File: config.mk
export PLATFORM = sky130hd
export DESIGN_NAME = alu_share_arbiter
export DESIGN_NICKNAME = d
export VERILOG_FILES = /design/src/rtl/alu_pkg.sv /design/src/rtl/rr_arb2.sv /design/src/rtl/alu_share_arbiter.sv
export SDC_FILE = /design/constraint.sdc
export NUM_CORES = 1
export LEC_CHECK = 0
export BUFFER_PORTS_ARGS = -buffer_cell sky130_fd_sc_hd__buf_4
export CELL_PAD_IN_SITES_DETAIL_PLACEMENT = 0
export CELL_PAD_IN_SITES_GLOBAL_PLACEMENT = 1
export CORE_ASPECT_RATIO = 1.75
export CORE_UTILIZATION = 34
export DETAILED_ROUTE_END_ITERATION = 12
export PLACE_DENSITY_LB_ADDON = 0.1
export SKIP_LAST_GASP = 1
export SYNTH_ARGS = -nofsm -noshare
export SYNTH_HDL_FRONTEND = slang
export SYNTH_SLANG_ARGS = --single-unit
File: constraint.sdc
create_clock -name clk -period 2.56 [get_ports clk]
set_input_delay 0.384 -clock clk [delete_from_list [all_inputs] [get_ports clk]]
set_output_delay 0.384 -clock clk [all_outputs]
set_load 0.005 [all_outputs]
File: src/rtl/alu_pkg.sv
// Shared ALU definitions: opcode and comparator encodings, arbiter state type,
// and the illegal-opcode predicate used when a request is accepted.
package alu_pkg;

    localparam logic [3:0] ALU_AND    = 4'b0000;
    localparam logic [3:0] ALU_OR     = 4'b0001;
    localparam logic [3:0] ALU_ADD    = 4'b0010;
    localparam logic [3:0] ALU_XOR    = 4'b0011;
    localparam logic [3:0] ALU_SLL    = 4'b0100;
    localparam logic [3:0] ALU_SLT    = 4'b0101;
    localparam logic [3:0] ALU_SUB    = 4'b0110;
    localparam logic [3:0] ALU_SLTU   = 4'b0111;
    localparam logic [3:0] ALU_SRL    = 4'b1000;
    localparam logic [3:0] ALU_SRA    = 4'b1001;
    localparam logic [3:0] ALU_OP_MAX = 4'b1001;

    // {equal_inequal, Comparatorenable}
    localparam logic [1:0] CMP_OFF = 2'b00;
    localparam logic [1:0] CMP_EQ  = 2'b11;
    localparam logic [1:0] CMP_NE  = 2'b01;

    typedef enum logic [1:0] {
        IDLE = 2'b00,
        EXEC = 2'b01,
        RESP = 2'b10
    } arb_state_e;

    function automatic logic op_is_illegal(input logic [3:0] op);
        return op > ALU_OP_MAX;
    endfunction

endpackage

File: src/rtl/rr_arb2.sv
// Two-way grant: a lone requester wins outright, a tie goes to the priority holder.
module rr_arb2 (
    input  logic [1:0] i_valid,
    input  logic       i_prio,
    output logic [1:0] o_grant
);

    always_comb begin
        // NOTE: assign a default first so every path drives o_grant and no latch is inferred.
        o_grant = i_valid;
        if (&i_valid) begin
            o_grant = i_prio ? 2'b10 : 2'b01;
        end
    end

endmodule

File: src/rtl/alu_share_arbiter.sv
// Shares one combinational ALU between the execute pipe (req 0) and the
// branch/address unit (req 1); one operation in flight, round-robin on ties.
module alu_share_arbiter
    import alu_pkg::*;
#(
    parameter int DATA_W    = 32,
    parameter bit PRIO_INIT = 1'b0
) (
    input  logic                clk,
    input  logic                rst_n,
    input  logic [1:0]          req_valid,
    output logic [1:0]          req_ready,
    input  logic [2*DATA_W-1:0] req_a,
    input  logic [2*DATA_W-1:0] req_b,
    input  logic [7:0]          req_op,
    input  logic [3:0]          req_cmp,
    output logic [1:0]          rsp_valid,
    input  logic [1:0]          rsp_ready,
    output logic [DATA_W-1:0]   rsp_result,
    output logic                rsp_zero,
    output logic                rsp_err,
    output logic [DATA_W-1:0]   alu_a,
    output logic [DATA_W-1:0]   alu_b,
    output logic [3:0]          alu_op,
    output logic [1:0]          alu_cmp,
    input  logic [DATA_W-1:0]   alu_result,
    input  logic                alu_zero
);

    arb_state_e        r_state;
    logic              r_prio;
    logic              r_owner;
    logic [DATA_W-1:0] r_alu_a;
    logic [DATA_W-1:0] r_alu_b;
    logic [3:0]        r_alu_op;
    logic [1:0]        r_alu_cmp;
    logic [DATA_W-1:0] r_rsp_result;
    logic              r_rsp_zero;
    logic              r_rsp_err;

    logic [1:0]        w_grant;
    logic              w_win;
    logic              w_accept;
    logic [DATA_W-1:0] w_sel_a;
    logic [DATA_W-1:0] w_sel_b;
    logic [3:0]        w_sel_op;
    logic [1:0]        w_sel_cmp;

    rr_arb2 u_rr_arb2 (
        .i_valid (req_valid),
        .i_prio  (r_prio),
        .o_grant (w_grant)
    );

    assign w_win     = w_grant[1];
    assign w_accept  = |(req_valid & req_ready);
    assign w_sel_a   = w_win ? req_a[2*DATA_W-1 -: DATA_W] : req_a[DATA_W-1:0];
    assign w_sel_b   = w_win ? req_b[2*DATA_W-1 -: DATA_W] : req_b[DATA_W-1:0];
    assign w_sel_op  = w_win ? req_op[7:4]  : req_op[3:0];
    assign w_sel_cmp = w_win ? req_cmp[3:2] : req_cmp[1:0];

    // Grants are offered only while idle, so a new request can never overtake
    // a response the previous owner has not yet taken.
    always_comb begin
        req_ready = '0;
        rsp_valid = '0;
        if (r_state == IDLE) begin
            req_ready = w_grant;
        end
        if (r_state == RESP) begin
            rsp_valid[r_owner] = 1'b1;
        end
    end

    // NOTE: sequential state uses non-blocking assignments so every register
    // samples pre-edge values regardless of statement order.
    always_ff @(posedge clk or negedge rst_n) begin
        if (!rst_n) begin
            r_state      <= IDLE;
            r_prio       <= PRIO_INIT;
            r_owner      <= 1'b0;
            r_alu_a      <= '0;
            r_alu_b      <= '0;
            r_alu_op     <= ALU_AND;
            r_alu_cmp    <= CMP_OFF;
            r_rsp_result <= '0;
            r_rsp_zero   <= 1'b0;
            r_rsp_err    <= 1'b0;
        end else begin
            case (r_state)
                IDLE: begin
                    if (w_accept) begin
                        r_alu_a   <= w_sel_a;
                        r_alu_b   <= w_sel_b;
                        r_alu_op  <= w_sel_op;
                        r_alu_cmp <= w_sel_cmp;
                        r_owner   <= w_win;
                        r_rsp_err <= op_is_illegal(w_sel_op);
                        r_state   <= EXEC;
                    end
                end
                EXEC: begin
                    r_rsp_result <= alu_result;
                    r_rsp_zero   <= alu_zero;
                    r_state      <= RESP;
                end
                RESP: begin
                    // Priority moves only on a completed response, never on a dropped request.
                    if (rsp_ready[r_owner]) begin
                        r_prio  <= ~r_owner;
                        r_state <= IDLE;
                    end
                end
                default: r_state <= IDLE;
            endcase
        end
    end

    assign alu_a      = r_alu_a;
    assign alu_b      = r_alu_b;
    assign alu_op     = r_alu_op;
    assign alu_cmp    = r_alu_cmp;
    assign rsp_result = r_rsp_result;
    assign rsp_zero   = r_rsp_zero;
    assign rsp_err    = r_rsp_err;

endmodule
==> run metrics <==
CP arrival 2.02 ns; Setup CP Type flip-flop to flip-flop; Switching Fraction 35.3%; Worst setup SP type flip-flop; EDFF count, synth 0; gr busiest metal met2; Final min period 1.81 ns; slew margin rel. 30.8%; Fin Setup TNS 0 ns; status finished with violations; Worst-Margin Slew 1.04 ns; CTS sink count 108; pwr/cell area 1120 mW/mm^2; post_cts resized 0; final hold vios 4; Mapped Cells 504; MaxCap Viol Count 0; die area 0.0154 sq mm; Die H 163 um; storage element area 0.00270 sq mm; ant diodes 0; Yosys top cell area share 53.4%; GRT Resource Usage Total 22.5%; combinational power share 46.7%; routed vias 5057; TritonCTS clock tree yes; dpl hpwl 12400 um; CTS buffer count 9; Placed Instances 923; critical path fanouts, max 42; Post-Synthesis Mean Instance Area 10.0 sq um; Non-Filler Instances 938; final period utilization 70.8%; post-synthesis sequential area ratio 53.4%; initial antenna violation count 0; routed length per placed instance 18.6 um; Initial Util 35.0%; Layout area overhead 49.3%; ANT nets after route 0; Worst path slowest cell dfrtp_1; total power 8.43 mW; Clk Latency, worst-skew pair 0.34 ns; RePlAce Congestion 0.793; final slew viol count 0; met1 usage 26.1%; Clock power frac 16.7%; CP cell instances or2_1, nor2_8, buf_12, a31oi_1; overflow left after global routing 0; final setup vio count 0; worst-case reg-to-reg path depth 4; cts hold-fix bufs 0; port bufs 286; DRC viols 0; Mapped Area 0.00506 sq mm; VDD IR-drop max 0.000492 V; # fillers 1411; met3 usage 4.52%; area of the multi-input gates 0.00204 sq mm; largest net degree at the start of global routing 70; Util after Layout 52.3%; Synthesis Warnings 0; Hold Crit Class primary input to async pin; synth unique cells 26; # rows 58; FMAX 552 MHz; CTS Buffer Depth 2; top cells by area, synth dfrtp_1, a31oi_1, mux2_2, nand3_1, a21oi_1; Die X 94.2 um; share of layout cells above drive strength 1 46.6%; Leakage 3.41 nW; RSZ-0062 raised after global routing no; vias in the first global route 5125; Post-synth ARST share 100%; register clock-pin slew on the reported worst setup and hold paths 0.07 ns; DRT Pass-1 Iters 4; first-pass GRT wire length 26700 um; met2 Usage GRT 39.6%; Cell Int Power 5.46 mW; DRT iter0 DRCs 213; cell taking the most area after synthesis dfrtp_1; Critical Path RT 2.77 ns; sequential power share 36.6%; vias per cell 5.39; Core ar. 0.0144 sq mm; Routed WL 17400 um; CTS root buffer clkbuf_16; nets 933; Primary FF master, synth dfrtp_1; failing checks negative hold slack; Setup Buffers After CTS 0; Crit. End Element flip-flop; CP max stage delay 0.45 ns; I/O pins 287; worst hold margin -0.00690 ns; Switch Pwr 2.97 mW; H-tree Lvls 3; synthesized flop and latch total 108; clk_skew 0.00927 ns; Post-Synthesis Net Count 683
## critical path, delay by kind of cell (launching register included)
| kind | cells | cell delay (ns) |
|---|---|---|
| flip-flops | 1 | 0.45 |
| AO/OA/AOI/OAI | 1 | 0.12 |
| AND/OR/NAND/NOR | 2 | 0.81 |
| buffers and inverters | 1 | 0.28 |
## path summary, 6_finish.rpt
path	end	start	slack, ns
min	rsp_result[3]$_DFFE_PN0N_	rst_n	-0.007
max reg2reg	alu_a[3]$_DFFE_PN0P_	r_state[0]$_DFFE_PN0P_	0.75
min in group clk	rsp_result[19]$_DFFE_PN0N_	alu_result[19]	0.27
max	alu_a[3]$_DFFE_PN0P_	r_state[0]$_DFFE_PN0P_	0.75
max in group asynchronous	rsp_result[14]$_DFFE_PN0N_	rst_n	1.76
min reg2reg	rsp_result[7]$_DFFE_PN0N_	rsp_result[7]$_DFFE_PN0N_	0.51
## state kept, by name, indices dropped and copies added (netlist names)
signal,flops
alu_a,32
alu_b,32
rsp_result,32
alu_op,4
alu_cmp,2
r_state,2
r_owner,1
r_prio,1
rsp_err,1
rsp_zero,1
## metrics by stage
stage,instance area (sq um),setup WS [ns]
5_1_grt,7550,0.611
3_3_place_gp,7250,0.528
4_1_cts,7550,0.731
3_5_place_dp,7250,0.463
6_report,7550,0.747
2_1_floorplan,5060,1.07
## per-layer routing
layer	part of all wire (%)	wire, um
met1	37	6500
met2	52	9120
met3	7.0	1220
met4	3.3	569
met5	0	0
## layout make-up
class / instances / share of cell area, %
clock inverter: 6 / 0.978
tap: 180 / 2.98
sequential: 108 / 35.8
multi-input combinational: 338 / 27.0
timing repair buffer: 296 / 30.3
clock buffer: 9 / 2.98
inverter: 1 / 0.0497
## cell usage after synthesis, drive strengths merged (3+ instances only)
cell,count
o21ai,74
nor2,7
dfrtp,108
clkbuf,18
nand2b,3
a21oi,69
buf,39
a31oi,69
nand2,3
nand3,70
mux2,34
## power groups by stage
stage,logic (mW),registers (mW),clock network (mW)
after CTS,4.00,3.09,1.45
after detailed placement,4.01,3.11,0
after global routing,4.34,3.19,1.52
after floorplan,1.94,3.11,0
after global placement,3.95,3.08,0
final,3.94,3.09,1.41
## cells by family (layout without fill, tap and decap cells)
group           after synthesis  after routing  synth area share, %
compound gates              214            214                 23.0
buf+inv                      58            312                 6.51
flops                       108            108                 53.4
mux                          34             34                 7.57
simple gates                 90             90                 9.45
## cell usage in the layout, fill, tap and decap left out, types with 2 or more instances in the layout
cell type / netlist / layout
a21oi_1: 69 / 69
a31oi_1: 69 / 69
buf_12: 0 / 5
buf_4: 5 / 291
clkbuf_16: 0 / 9
clkinvlp_4: 0 / 2
dfrtp_1: 108 / 108
mux2_2: 34 / 34
nand2_1: 3 / 3
nand2b_2: 0 / 2
nand3_1: 70 / 70
nand4_1: 2 / 2
nor2_1: 4 / 4
o21ai_0: 64 / 64
o21ai_1: 10 / 10
Power figures use the tool's default switching activity.
